--- src/rtl/mr16_irqc_pkg.sv ---
// mr16_irqc_pkg: FSM state encoding, register addresses and vector width for mr16_irqc
package mr16_irqc_pkg;
   typedef enum logic [2:0] {
      ST_IDLE = 3'd0,
      ST_REQ  = 3'd1,
      ST_HOLD = 3'd2
   } state_t;
   localparam logic [1:0] ADDR_MASK = 2'd0;
   localparam logic [1:0] ADDR_MODE = 2'd1;
   localparam logic [1:0] ADDR_PEND = 2'd2;
   localparam logic [1:0] ADDR_STAT = 2'd3;
   localparam int VEC_W = 4;
endpackage

--- src/rtl/mr16_irqc_prio.sv ---
// mr16_irqc_prio: combinational lowest-index priority encoder
//   req   in  N   request vector, bit 0 highest priority
//   valid out 1   any request set
//   idx   out IW  index of lowest set bit (0 when none)
module mr16_irqc_prio #(
   parameter int N  = 5,
   parameter int IW = (N > 1) ? $clog2(N) : 1
) (
   input  logic [N-1:0]  req,
   output logic          valid,
   output logic [IW-1:0] idx
);
   always_comb begin
      valid = |req;
      idx = '0;
      for (int i = N - 1; i >= 0; i--)
         if (req[i]) idx = IW'(i);
   end
endmodule

--- src/rtl/mr16_irqc.sv ---
// mr16_irqc: sequenced interrupt controller for the mr16 sub-CPU
//   I_CLK, I_RESET (async, active-high), I_CLKEN   clocking
//   I_SRC      raw interrupt sources, bit 0 highest priority
//   I_CS, I_WR, I_A, I_D, O_D   4-word register block (MASK, MODE, PEND, STAT)
//   O_IRQ, O_VECTOR, I_IACK     core request/vector/acknowledge
//   O_ACK      one-cycle acknowledge pulse to the serviced source
module mr16_irqc
   import mr16_irqc_pkg::*;
#(
   parameter int N_SRC    = 5,
   parameter int VEC_BASE = 1
) (
   input  logic               I_CLK,
   input  logic               I_RESET,
   input  logic               I_CLKEN,
   input  logic [N_SRC-1:0]   I_SRC,
   input  logic               I_CS,
   input  logic               I_WR,
   input  logic [1:0]         I_A,
   input  logic [15:0]        I_D,
   output logic [15:0]        O_D,
   output logic               O_IRQ,
   output logic [VEC_W-1:0]   O_VECTOR,
   input  logic               I_IACK,
   output logic [N_SRC-1:0]   O_ACK
);
   localparam int IW = (N_SRC > 1) ? $clog2(N_SRC) : 1;
   state_t state, state_n;
   logic [IW-1:0] idx, idx_n, win;
   logic win_v, wr_en, rd_en, take_ack, unused_d;
   logic [N_SRC-1:0] mask, mode, pend, src_q, active, sel, clr, pend_n;
   logic [15:0] rd_data;
   assign wr_en = I_CS & I_WR;
   assign rd_en = I_CS & ~I_WR;
   assign active = pend & mask;
   assign sel = N_SRC'(1) << idx;
   assign unused_d = ^I_D[15:N_SRC];
   mr16_irqc_prio #(.N(N_SRC), .IW(IW)) u_prio (.req(active), .valid(win_v), .idx(win));
   always_comb begin
      state_n = state;
      idx_n = idx;
      take_ack = 1'b0;
      case (state)
         ST_IDLE: if (I_CLKEN && win_v) begin
            state_n = ST_REQ;
            idx_n = win;
         end
         ST_REQ: if (I_IACK) begin
            state_n = ST_HOLD;
            take_ack = 1'b1;
         end else if (I_CLKEN && !(|(active & sel))) state_n = ST_IDLE;
         ST_HOLD: if (I_CLKEN) state_n = ST_IDLE;
         default: state_n = ST_IDLE;
      endcase
   end
   // A fresh rising edge outranks any clear landing on the same cycle.
   assign clr = (take_ack ? sel : '0) | ((wr_en && I_A == ADDR_PEND) ? I_D[N_SRC-1:0] : '0);
   assign pend_n = (mode & ((pend & ~clr) | (I_SRC & ~src_q))) | (~mode & I_SRC);
   assign O_IRQ = state == ST_REQ;
   assign O_VECTOR = O_IRQ ? VEC_W'(VEC_BASE) + VEC_W'(idx) : '0;
   assign rd_data = I_A == ADDR_MASK ? 16'(mask) :
                    I_A == ADDR_MODE ? 16'(mode) :
                    I_A == ADDR_PEND ? 16'(pend) :
                    {O_IRQ, 8'h00, state, O_VECTOR};
   always_ff @(posedge I_CLK or posedge I_RESET)
      if (I_RESET) begin
         state <= ST_IDLE;
         idx <= '0;
         mask <= '0;
         mode <= '0;
         pend <= '0;
         src_q <= '0;
         O_ACK <= '0;
         O_D <= '0;
      end else begin
         state <= state_n;
         idx <= idx_n;
         pend <= pend_n;
         src_q <= I_SRC;
         O_ACK <= take_ack ? sel : '0;
         if (wr_en && I_A == ADDR_MASK) mask <= I_D[N_SRC-1:0];
         if (wr_en && I_A == ADDR_MODE) mode <= I_D[N_SRC-1:0];
         if (rd_en) O_D <= rd_data;
      end
endmodule
--- config.mk ---
export PLATFORM = sky130hd
export DESIGN_NAME = mr16_irqc
export DESIGN_NICKNAME = d
export VERILOG_FILES = /design/src/rtl/mr16_irqc_pkg.sv /design/src/rtl/mr16_irqc_prio.sv /design/src/rtl/mr16_irqc.sv
export SDC_FILE = /design/constraint.sdc
export NUM_CORES = 1
export LEC_CHECK = 0
export BUFFER_PORTS_ARGS = -buffer_cell sky130_fd_sc_hd__buf_4
export CAP_MARGIN = 20
export CELL_PAD_IN_SITES_DETAIL_PLACEMENT = 2
export CELL_PAD_IN_SITES_GLOBAL_PLACEMENT = 2
export CORE_ASPECT_RATIO = 1.2
export CORE_MARGIN = 2
export CORE_UTILIZATION = 34
export CTS_CLUSTER_SIZE = 10
export DETAILED_ROUTE_END_ITERATION = 7
export PLACE_DENSITY = 0.92
export SLEW_MARGIN = 30
export SYNTH_ARGS = -nofsm -noshare
export SYNTH_HDL_FRONTEND = slang
export SYNTH_SLANG_ARGS = --single-unit
--- constraint.sdc ---
create_clock -name I_CLK -period 2.5 [get_ports I_CLK]
set_input_delay 0.5 -clock I_CLK [delete_from_list [all_inputs] [get_ports I_CLK]]
set_output_delay 0.5 -clock I_CLK [all_outputs]
set_load 0.01 [all_outputs]
Yosys cells after proc, flatten, opt, wreduce, memory -nomap -nowiden
Index checks and enable logic that the tools add are counted.
{"block": "classes", "eq_ne": 7, "n_mux": 18, "n_bitwise": 15, "shifts": 1, "n_reduce_logical": 12, "add_sub_neg": 1}
{"op": "two-way mux 16 bit", "count": 3}
{"op": "AND 5 bit", "count": 6}
{"op": "two-way mux 3 bit", "count": 9}
{"op": "inverter 5 bit", "count": 3}
{"op": "OR 5 bit", "count": 3}
{"op": "two-way mux 5 bit", "count": 2}
{"op": "OR reduction 5 bit", "count": 2}
{"op": "one-hot mux 3 bit (3 select lines)", "count": 1}
{"op": "logical AND 1 bit", "count": 5}
{"op": "<< shifter 1 x 3 -> 5 bit, first input constant", "count": 1}
{"op": "adder 1 x 3 -> 4 bit, first input constant", "count": 1}
{"op": "two-way mux 4 bit", "count": 1}
{"op": "!= test 2 bit, second input constant", "count": 2}
{"op": "equality test 3 x 1 -> 1 bit, second input constant", "count": 1}
{"op": "equality test 3 x 2 -> 1 bit, second input constant", "count": 1}
{"op": "logical NOT 3 bit", "count": 1}
{"op": "!= test 3 x 1 -> 1 bit, second input constant", "count": 1}
{"op": "AND reduction 3 bit", "count": 1}
{"op": "AND 1 bit", "count": 2}
{"op": "equality test 2 x 1 -> 1 bit, second input constant", "count": 1}
{"op": "equality test 2 bit, second input constant", "count": 1}
{"op": "logical NOT 2 bit", "count": 1}
{"op": "two-way mux 1 bit", "count": 2}
{"op": "AND reduction 2 bit", "count": 1}
{"op": "other kinds (2)", "count": 2}
{"block": "totals", "output_inout_bits": 26, "in_bits": 29, "ff_bits": 47}

Logic depth before layout (Yosys ltp)
Gate-level depths: netlist (run 1).
{"block": "depth", "depth_word": 9, "mapped_depth": 6, "ltp_nobuf": 6}

Modules after synthesis
A second synthesis (run 1) with hierarchy kept.
{"block": "unflattened", "hier_cells": 171, "hier_area_um2": 1901.8}
{"mod": "mr16_irqc", "instances": 1, "cells_each": 163, "area_each_um2": 1853.0}
{"mod": "mr16_irqc_prio", "instances": 1, "cells_each": 8, "area_each_um2": 48.8}

Worst setup path after synthesis (run 1)
OpenSTA, ideal clock, no wires.
{"block": "synth_timing", "path_kind": "register to register", "from": "register idx[0]", "to": "register O_D[2]", "arrival_time_ns": 1.622, "required_ns": 2.375, "slack_ns": 0.753, "path_stages_with_launch": 6, "period_less_slack_ns": 1.747, "path_cell_list": "dfrtp_1 -> ha_1 -> ha_1 -> nor2_1 -> mux4_2 -> mux2_2"}
{"block": "synth_via", "elab_chain_len": 5}
{"element": "from (decl)", "line_no": "mr16_irqc.sv:29", "text": "logic [IW-1:0] idx, idx_n, win;"}
{"element": "from (signal assigned)", "line_no": "mr16_irqc.sv:77", "text": "idx <= idx_n;"}
{"element": "adder 1 x 3 -> 4 bit", "line_no": "mr16_irqc.sv:60", "text": "assign O_VECTOR = O_IRQ ? VEC_W'(VEC_BASE) + VEC_W'(idx) : '0;"}
{"element": "two-way mux 4 bit", "line_no": "mr16_irqc.sv:60"}
{"element": "net O_VECTOR[2]", "line_no": "mr16_irqc.sv:23", "text": "output logic [VEC_W-1:0] O_VECTOR,"}
{"element": "two-way mux 16 bit", "line_no": "mr16_irqc.sv:63", "text": "I_A == ADDR_PEND ? 16'(pend) :"}
{"element": "two-way mux 16 bit", "line_no": "mr16_irqc.sv:62", "text": "I_A == ADDR_MODE ? 16'(mode) :"}
{"element": "two-way mux 16 bit", "line_no": "mr16_irqc.sv:61", "text": "assign rd_data = I_A == ADDR_MASK ? 16'(mask) :"}
{"element": "to (signal assigned)", "line_no": "mr16_irqc.sv:83", "text": "if (rd_en) O_D <= rd_data;"}
{"element": "to (decl)", "line_no": "mr16_irqc.sv:21", "text": "output logic [15:0] O_D,"}
The timed path passes the listed nets, and every way through them passes these cells.
A chain may end at the register's enable or synchronous reset.

Worst setup path in the final report (run 1)
{"block": "layout_timing", "from": "register idx[2]", "to": "output O_VECTOR[3]"}
{"block": "layout_via", "elab_chain_len": 2}
{"element": "adder 1 x 3 -> 4 bit", "line_no": "mr16_irqc.sv:60"}
{"element": "two-way mux 4 bit", "line_no": "mr16_irqc.sv:60"}
{"element": "to (decl)", "line_no": "mr16_irqc.sv:23"}
Every way passes these cells.

==> results of run 1 <==
-- state kept, by name, summed over array words and instances (netlist names) --
register	flops
O_ACK	5
mask	5
state	2
O_D	7
mode	5
pend	5
idx	3
src_q	5
-- through the flow --
stage          util, %  hold WS, ps  std cells
6_report          43.2          316        248
3_3_place_gp      41.8          462        242
3_5_place_dp      41.8          503        242
5_1_grt           43.2          309        248
4_1_cts           43.2          317        248
2_1_floorplan        -          494        157
-- worst paths after layout --
| path | depth (start not counted) | slack [ps] | end | from |
|---|---|---|---|---|
| worst max-delay path | 3 | 310 | O_VECTOR[3] | idx[2] |
| worst min-delay path | 3 | 320 | mode[2] | I_RESET |
| worst max register to register | 5 | 630 | O_D[1] | idx[0] |
| worst min register to register | 2 | 510 | O_D[5] | O_D[5] |
| max in group asynchronous | 3 | 1840 | mask[1] | I_RESET |
| min in group I_CLK | 1 | 320 | src_q[3] | I_SRC[3] |
-- area by class of cell --
| cell class | count | area (um2) | share of cell area (%) |
|---|---|---|---|
| sequential | 37 | 926 | 43.0 |
| multi-input combinational | 100 | 768 | 35.7 |
| timing repair buffer | 37 | 278 | 12.9 |
| tap | 60 | 75.1 | 3.49 |
| clock buffer | 5 | 68.8 | 3.20 |
| inverter | 8 | 30.0 | 1.40 |
| clock inverter | 1 | 5.00 | 0.233 |
-- per-layer routing --
| layer | track usage, % | share of wire, % | up-vias |
|---|---|---|---|
| met1 | 22.4 | 38 | 672 |
| met4 | 11.4 | 4.6 | 0 |
| met2 | 36.3 | 53 | 48 |
| li1 | - | - | 594 |
| met3 | 4.25 | 3.7 | 17 |
| met5 | 0 | 0 | - |
-- cell usage after synthesis (all sizes together) --
cell type,instances,share of area [%]
or3b,1,0.49
nor3,1,0.28
a21oi,5,1.4
mux2,15,9.5
nand2,17,3.6
a22o,2,0.99
buf,11,4.4
a31oi,1,0.35
nor4,1,0.35
clkbuf,1,0.21
o31ai,1,0.42
nand2b,3,1.5
and2,2,0.85
a22oi,1,0.42
conb,1,0.21
inv,8,1.7
ha,5,3.5
mux4,5,6.6
and3,2,0.78
a21o,1,0.49
o21ai,5,1.4
nor3b,1,0.42
a32o,4,2.3
dfrtp,37,52
a32oi,1,0.49
nor2,5,1.1
a41oi,1,0.49
nand3,8,2.3
nand4b,1,0.49
a2bb2oi,1,0.49
o2111ai,1,0.49
-- power by group through the flow --
| stage | clock [uW] | sequential, uW | combinational, uW |
|---|---|---|---|
| 6_report | 389 | 872 | 663 |
| 4_1_cts | 396 | 870 | 668 |
| 5_1_grt | 426 | 893 | 721 |
| 2_1_floorplan | 0 | 852 | 374 |
| 3_3_place_gp | 0 | 858 | 601 |
| 3_5_place_dp | 0 | 879 | 660 |
-- layout by cell type (no fill, tap or decap), types with 7 or more instances in the layout --
cell      n
inv_1     7
mux2_2   15
buf_4    37
nand3_1   8
conb_1    9
dfrtp_1  37
nand2_1  17
-- logic make-up after synthesis --
| group | Yosys count | synth area share, % |
|---|---|---|
| AO/OA/AOI/OAI | 24 | 9.73 |
| adder cells (fa/ha/maj) | 5 | 3.52 |
| buffers and inverters | 20 | 6.27 |
| flip-flops | 37 | 52.1 |
| multiplexers | 20 | 16.1 |
| other | 1 | 0.211 |
| AND/OR/NAND/NOR | 42 | 12.1 |
-- worst register-to-register path, stage by stage (launching register included) --
cell and delay [ps]:
dfrtp_1 420, inv_1 110, ha_1 310, and2_4 150
mux4_1 490, mux2_2 290
==> results.txt, run 1 <==
Tot GR Track Use -> 20.5%
critical path class -> flip-flop to primary output
CTS-repair resized insts -> 0
number of remaining DRC errors -> 0
CP startpoint kind -> flip-flop
hold_buf cts -> 0
Sum Neg Setup Slack -> 0 ps
WP data arrival -> 1690 ps
die area -> 5820 um2
fin area -> 2150 um2
Unique masters post-synth -> 37
Hold Crit Class -> input port to asynchronous set/reset pin
Root Buffer -> clkbuf_8
crit path max fanout -> 6
Cell Area, Placed -> 2080 um2
Int Power -> 1230 uW
Max Cap Viol -> 0
Final ANT Viol Nets -> 0
clk sink count -> 37
Sw Pwr -> 696 uW
Crit-path slowest cell -> nor4_1
Place WS -> 602 ps
Synth Instances -> 149
Area Growth Syn to Fin -> 21.1%
DR iter-0 viols -> 85
Cell Chain, Critical Path -> inv_1 > nor4_1 > buf_4
syn_area_per_cell -> 11.9 um2
Final period util -> 87.6%
row cnt -> 28
final worst slack -> 309 ps
Syn Std Cell Area -> 1780 um2
Vias -> 1331
Layout fillers -> 504
cts bufs inserted -> 5
sequential power share -> 45.3%
RSZ-0062 raised after global routing -> false
Cell Pwr Density -> 894 nW/um2
largest net degree at the start of global routing -> 38
FMAX -> 0.456 GHz
initial antenna violation count -> 0
Peak VDD IR -> 0.255 mV
Clock Skew -> 11.8 ps
CP Capture Type -> primary output
I/O Buffers -> 34
later-pin clock latency in the skew report -> 300 ps
Max Buffers Root-to-Sink -> 2
Boundary Pins -> 55
Critical Path Max Stage Delay -> 560 ps
per-cell routed wire length -> 22.2 um
share of post-route cells with drive strength above 1 -> 36.2%
routed vias/inst -> 5.37
core area -> 4970 um2
status -> complete, no violations
clock-pin slew on the worst setup and hold paths -> 80 ps
antenna fix cells -> 0
post-synthesis register bit count -> 37
TritonCTS clock tree -> done
Final nets -> 223
Seq/Total Area, Yosys -> 52.1%
postcts setup bufs -> 0
Starting Density -> 35.7%
Die Span X -> 70.0 um
Relative slew margins -> 62.5%
Min Clock Period, post-route -> 2190 ps
Top Family by Delay on Critical Path -> simple AND/OR/NAND/NOR gates
switch share -> 36.2%
Comb power frac -> 34.5%
CTS H-tree lvls -> 2
Clk pwr share -> 20.2%
Hold Vio Cnt, Final -> 0
wire length of the first global-routing pass -> 8.95 mm
Leakage Power -> 0.00103 uW
number of global-route vias before repair -> 1569
GPL Wtd Cong -> 0.868
final WL -> 5.50 mm
Worst-Margin Slew -> 557 ps
grt ovf -> 0
synth warn -> 0
post-DP HPWL -> 4.15 mm
WP buf/inv -> 2
First-pass DRT Iterations -> 4
WP data required -> 2000 ps
Die Span Y -> 83.2 um
Setup-failing EPs final -> 0
Total Power -> 1920 uW
fin. max-slew vios -> 0
Power figures use the tool's default switching activity.
==> inputs of run 2 (changes only) <==
--- a/config.mk
+++ b/config.mk
@@ -14,6 +14,7 @@
 export CORE_UTILIZATION = 34
 export CTS_CLUSTER_SIZE = 10
 export DETAILED_ROUTE_END_ITERATION = 7
+export GPL_TIMING_DRIVEN = 0
 export PLACE_DENSITY = 0.92
 export SLEW_MARGIN = 30
 export SYNTH_ARGS = -nofsm -noshare
==> results.txt, run 2 (same netlist as run 1, synthesis figures left out) <==
non-filler cells, final -> 258 (was 248)
WP data required -> 2000 ps (about the same)
DR iter-0 viols -> 101 (was 85)
CTS H-tree lvls -> 2 (unchanged)
initial antenna violation count -> 0 (unchanged)
clock-pin slew on the worst setup and hold paths -> 70 ps (was 80 ps)
per-cell routed wire length -> 25.4 um (was 22.2 um)
Comb power frac -> 34.8% (was 34.5%)
Tot GR Track Use -> 24.4% (was 20.5%)
Worst-Margin Slew -> 1060 ps (was 557 ps)
CTS-repair resized insts -> 0 (unchanged)
GPL Wtd Cong -> 0.876 (was 0.868)
Starting Density -> 35.7% (unchanged)
antenna fix cells -> 0 (unchanged)
share of post-route cells with drive strength above 1 -> 39.4% (was 36.2%)
Sw Pwr -> 759 uW (was 696 uW)
max reg flops -> 7 (unchanged)
Area Growth Syn to Fin -> 25.9% (was 21.1%)
Clk pwr share -> 20.8% (was 20.2%)
Setup-failing EPs final -> 0 (unchanged)
Final ANT Viol Nets -> 0 (unchanged)
Cell Chain, Critical Path -> inv_1 > nor4_1 > buf_4 (unchanged)
WP buf/inv -> 2 (unchanged)
Root Buffer -> clkbuf_8 (unchanged)
Sum Neg Setup Slack -> 0 ps (unchanged)
critical path class -> flip-flop to primary output (unchanged)
CP startpoint kind -> flip-flop (unchanged)
largest net degree at the start of global routing -> 22 (was 38)
Placed Cells -> 250 (was 242)
Relative slew margins -> 29.0% (was 62.5%)
Boundary Pins -> 55 (unchanged)
RR Endpoint -> O_D[2] (was O_D[1])
Crit-path slowest cell -> nor4_1 (unchanged)
largest register by flop count -> O_D (unchanged)
Final period util -> 90.1% (was 87.6%)
r2r startpoint -> idx[0] (unchanged)
number of remaining DRC errors -> 0 (unchanged)
Leakage Power -> 0.00108 uW (was 0.00103 uW)
post-DP HPWL -> 4.37 mm (was 4.15 mm)
switch share -> 37.8% (was 36.2%)
final worst slack -> 248 ps (was 309 ps)
TritonCTS clock tree -> done (unchanged)
core area -> 4970 um2 (unchanged)
Core Util, Final -> 44.9% (was 43.2%)
most frequent cells in the layout -> 41 x buf_4, 37 x dfrtp_1, 17 x nand2_1, 15 x mux2_2, 9 x conb_1 (was 37 x dfrtp_1, 37 x buf_4, 17 x nand2_1, 15 x mux2_2, 9 x conb_1)
First-pass DRT Iterations -> 4 (unchanged)
number of global-route vias before repair -> 1714 (was 1569)
Die Span Y -> 83.2 um (unchanged)
Hold Vio Cnt, Final -> 0 (unchanged)
row cnt -> 28 (unchanged)
Clock Skew -> 5.01 ps (was 11.8 ps)
Min Clock Period, post-route -> 2250 ps (was 2190 ps)
FMAX -> 0.444 GHz (was 0.456 GHz)
Total Power -> 2010 uW (was 1920 uW)
RSZ-0062 raised after global routing -> false (unchanged)
cts bufs inserted -> 5 (unchanged)
leading cell type in the layout, fill and taps excluded -> buf_4
Final nets -> 231 (was 223)
Place WS -> 329 ps (was 602 ps)
Top Family by Delay on Critical Path -> simple AND/OR/NAND/NOR gates (unchanged)
wire length of the first global-routing pass -> 10.5 mm (was 8.95 mm)
clk sink count -> 37 (unchanged)
later-pin clock latency in the skew report -> 300 ps (about the same)
grt ovf -> 0 (unchanged)
fin. max-slew vios -> 0 (unchanged)
reg-to-reg slack, setup -> 580 ps (was 630 ps)
I/O Buffers -> 32 (was 34)
WP data arrival -> 1750 ps (was 1690 ps)
final WL -> 6.55 mm (was 5.50 mm)
Max Cap Viol -> 0 (unchanged)
reg2reg path depth -> 5 (unchanged)
crit path max fanout -> 6 (unchanged)
Max Buffers Root-to-Sink -> 2 (unchanged)
Cell Pwr Density -> 899 nW/um2 (was 894 nW/um2)
Hold Crit Class -> input port to asynchronous set/reset pin (unchanged)
hold_buf cts -> 0 (unchanged)
Vias -> 1449 (was 1331)
Die Span X -> 70.0 um (unchanged)
Int Power -> 1250 uW (was 1230 uW)
CP Capture Type -> primary output (unchanged)
Peak VDD IR -> 0.276 mV (was 0.255 mV)
status -> complete, no violations (unchanged)
Critical Path Max Stage Delay -> 610 ps (was 560 ps)
postcts setup bufs -> 0 (unchanged)
die area -> 5820 um2 (unchanged)
routed vias/inst -> 5.62 (was 5.37)
sequential power share -> 44.4% (was 45.3%)
run 2: power by group through the flow:
stage	combinational, uW	clock [uW]	sequential [uW]
finish	700	418	891
global route	756	451	912
CTS	703	423	889
detailed placement	666	0	886
global placement	609	0	858
floorplan	374	0	852
run 2: per-layer routing:
metal	share of wire, %	vias up	routed length, um	track usage [%]
met2	53	64	3490	43.2
met4	4.1	0	267	12.9
li1	-	614	-	-
met1	38	751	2490	27.6
met3	4.7	20	308	4.13
met5	0	-	0	0
run 2: worst reg2reg max path, cell delays in order, from the launching register on:
cell	delay (ps)
dfrtp_1	430
ha_1	230
ha_1	310
nor2_1	70
mux4_2	470
mux2_2	290
run 2: area by class of cell:
| type | instances | area (um2) |
|---|---|---|
| buffer | 12 | 81.3 |
| clock buffer | 6 | 72.6 |
| clock inverter | 2 | 10.0 |
| fill | 529 | 2740 |
| inverter | 8 | 30.0 |
| multi-input combinational | 100 | 773 |
| sequential | 37 | 926 |
| tap | 60 | 75.1 |
| timing repair buffer | 33 | 268 |
run 2: per-stage QoR:
stage               hold WS, ps  instance area (um2)
floorplan                   494                 1810
global placement            462                 2120
detailed placement          479                 2150
CTS                         215                 2230
global route                226                 2240
finish                      206                 2240
run 2: worst max-delay path by stage:
stage / start / end / slack, ps / cells past startpoint
3_5_place_dp: I_A[0] / mask[2] / 330 / 3
6_report: idx[2] / O_VECTOR[3] / 250 / 3
2_1_floorplan: idx[0] / O_D[2] / 750 / 5
5_1_grt: idx[2] / O_VECTOR[3] / 20 / 3
4_1_cts: idx[2] / O_VECTOR[3] / 240 / 3
3_3_place_gp: I_A[1] / pend[2] / 410 / 4
==> inputs of run 3 (changes only) <==
--- a/config.mk
+++ b/config.mk
@@ -16,6 +16,7 @@
 export DETAILED_ROUTE_END_ITERATION = 7
 export GPL_TIMING_DRIVEN = 0
 export PLACE_DENSITY = 0.92
+export REMOVE_ABC_BUFFERS = 1
 export SLEW_MARGIN = 30
 export SYNTH_ARGS = -nofsm -noshare
 export SYNTH_HDL_FRONTEND = slang
==> results.txt, run 3 (same netlist as run 1, synthesis figures left out) <==
status -> complete, no violations (unchanged)
Relative slew margins -> 36.5% (was 29.0%)
Critical Path Stages -> 3 (unchanged)
WHS -> 314 ps (was 206 ps)
antenna fix cells -> 0 (unchanged)
Top Family by Delay on Critical Path -> simple AND/OR/NAND/NOR gates (unchanged)
I/O Buffers -> 34 (was 32)
max reg flops -> 7 (unchanged)
Vias -> 1322 (was 1449)
initial antenna violation count -> 0 (unchanged)
leading cell type in the layout, fill and taps excluded -> dfrtp_1 (was buf_4)
later-pin clock latency in the skew report -> 300 ps (about the same)
Clock Skew -> 9.64 ps (was 5.01 ps)
clk sink count -> 37 (unchanged)
crit path max fanout -> 6 (unchanged)
Die Span X -> 70.0 um (unchanged)
CP startpoint kind -> flip-flop (unchanged)
Cell Chain, Critical Path -> inv_1 > nor4_1 > buf_4 (unchanged)
Crit-path slowest cell -> nor4_1 (unchanged)
hold_buf cts -> 0 (unchanged)
CP Capture Type -> primary output (unchanged)
most frequent cells in the layout -> 37 x dfrtp_1, 34 x buf_4, 17 x nand2_1, 15 x mux2_2, 9 x conb_1 (was 41 x buf_4, 37 x dfrtp_1, 17 x nand2_1, 15 x mux2_2, 9 x conb_1)
WP data arrival -> 1590 ps (was 1750 ps)
cts bufs inserted -> 5 (unchanged)
per-cell routed wire length -> 19.4 um (was 25.4 um)
Final ANT Viol Nets -> 0 (unchanged)
CTS-repair resized insts -> 0 (unchanged)
r2r startpoint -> idx[0] (unchanged)
Final nets -> 220 (was 231)
Min Clock Period, post-route -> 2090 ps (was 2250 ps)
Die Span Y -> 83.2 um (unchanged)
grt ovf -> 0 (unchanged)
clock-pin slew on the worst setup and hold paths -> 80 ps (was 70 ps)
RR Endpoint -> O_D[2] (unchanged)
reg2reg path depth -> 5 (unchanged)
GPL Wtd Cong -> 0.897 (was 0.876)
WHS Path Cells -> 1
Core Util, Final -> 43.4% (was 44.9%)
First-pass DRT Iterations -> 4 (unchanged)
Place WS -> 396 ps (was 329 ps)
number of remaining DRC errors -> 0 (unchanged)
share of post-route cells with drive strength above 1 -> 36.9% (was 39.4%)
Clk pwr share -> 23.8% (was 20.8%)
WP buf/inv -> 2 (unchanged)
DR iter-0 viols -> 104 (was 101)
WP data required -> 2000 ps (about the same)
reg-to-reg slack, setup -> 640 ps (was 580 ps)
RSZ-0062 raised after global routing -> false (unchanged)
Root Buffer -> clkbuf_8 (unchanged)
number of global-route vias before repair -> 1429 (was 1714)
Max Buffers Root-to-Sink -> 2 (unchanged)
final WL -> 4.78 mm (was 6.55 mm)
Worst setup startpoint -> idx[2] (unchanged)
largest register by flop count -> O_D (unchanged)
largest net degree at the start of global routing -> 38 (was 22)
Leakage Power -> 0.00103 uW (was 0.00108 uW)
Sw Pwr -> 664 uW (was 759 uW)
wire length of the first global-routing pass -> 7.95 mm (was 10.5 mm)
core area -> 4970 um2 (unchanged)
Comb power frac -> 32.1% (was 34.8%)
Hold Crit Class -> input port to flip-flop (was input port to asynchronous set/reset pin)
Layout fillers -> 516 (was 529)
Max Cap Viol -> 0 (unchanged)
critical path class -> flip-flop to primary output (unchanged)
routed vias/inst -> 5.35 (was 5.62)
post-DP HPWL -> 3.52 mm (was 4.37 mm)
FMAX -> 0.479 GHz (was 0.444 GHz)
Starting Density -> 35.7% (unchanged)
Boundary Pins -> 55 (unchanged)
die area -> 5820 um2 (unchanged)
Final period util -> 83.6% (was 90.1%)
fin. max-slew vios -> 0 (unchanged)
Critical Path Max Stage Delay -> 480 ps (was 610 ps)
switch share -> 34.0% (was 37.8%)
Hold Vio Cnt, Final -> 0 (unchanged)
final worst slack -> 411 ps (was 248 ps)
CTS H-tree lvls -> 2 (unchanged)
sequential power share -> 44.1% (was 44.4%)
row cnt -> 28 (unchanged)
Area Growth Syn to Fin -> 21.7% (was 25.9%)
Tot GR Track Use -> 18.0% (was 24.4%)
hold path start -> I_SRC[2]
postcts setup bufs -> 0 (unchanged)
Cell Pwr Density -> 904 nW/um2 (was 899 nW/um2)
TritonCTS clock tree -> done (unchanged)
Setup crit end -> O_VECTOR[3] (unchanged)
Peak VDD IR -> 0.271 mV (was 0.276 mV)
Worst-Margin Slew -> 945 ps (was 1060 ps)
Setup-failing EPs final -> 0 (unchanged)
Int Power -> 1290 uW (was 1250 uW)
Sum Neg Setup Slack -> 0 ps (unchanged)
[run 3: metal layers]
layer / track usage (%) / part of all wire (%) / vias up / routed length [um]
met5: 0 / 0 / - / 0
met4: 7.34 / 2.4 / 0 / 113
met3: 3.28 / 3.5 / 8 / 169
met2: 32.3 / 55 / 35 / 2630
met1: 20.8 / 39 / 686 / 1870
li1: - / - / 593 / -
[run 3: worst min path at each step]
stage                     slack, ps       end
after CTS                       310  src_q[2]
final                           310  src_q[2]
after floorplan                 490  state[1]
after detailed placement        500    O_D[5]
after global placement          460    O_D[5]
after global routing            310  src_q[2]
[run 3: power by group through the flow]
stage / clock network, uW / registers (uW) / logic (uW)
2_1_floorplan: 0 / 852 / 358
4_1_cts: 477 / 861 / 638
5_1_grt: 501 / 886 / 690
3_3_place_gp: 0 / 856 / 600
3_5_place_dp: 0 / 872 / 624
6_report: 465 / 860 / 627
[run 3: metrics by stage]
stage | total power, uW | std cells | cell area, um2
after global placement | 1460 | 239 | 2050
after CTS | 1980 | 247 | 2160
final | 1950 | 247 | 2160
after floorplan | 1210 | 145 | 1720
after detailed placement | 1500 | 239 | 2050
after global routing | 2080 | 247 | 2160
[run 3: final cells by class]
cell class	instances	area (um2)	area share [%]
Multi-Input combinational cell	100	773	35.8
Clock buffer	7	96.3	4.46
Tap cell	60	75.1	3.47
Inverter	8	30.0	1.39
Clock inverter	1	5.00	0.232
Timing Repair Buffer	34	255	11.8
Sequential cell	37	926	42.8
[run 3: worst reg2reg max path, cell delays in order, from the launching register on]
cell and delay [ps]:
dfrtp_1 420, ha_1 240, ha_1 290, nor2_1 60, mux4_2 460, mux2_2 290
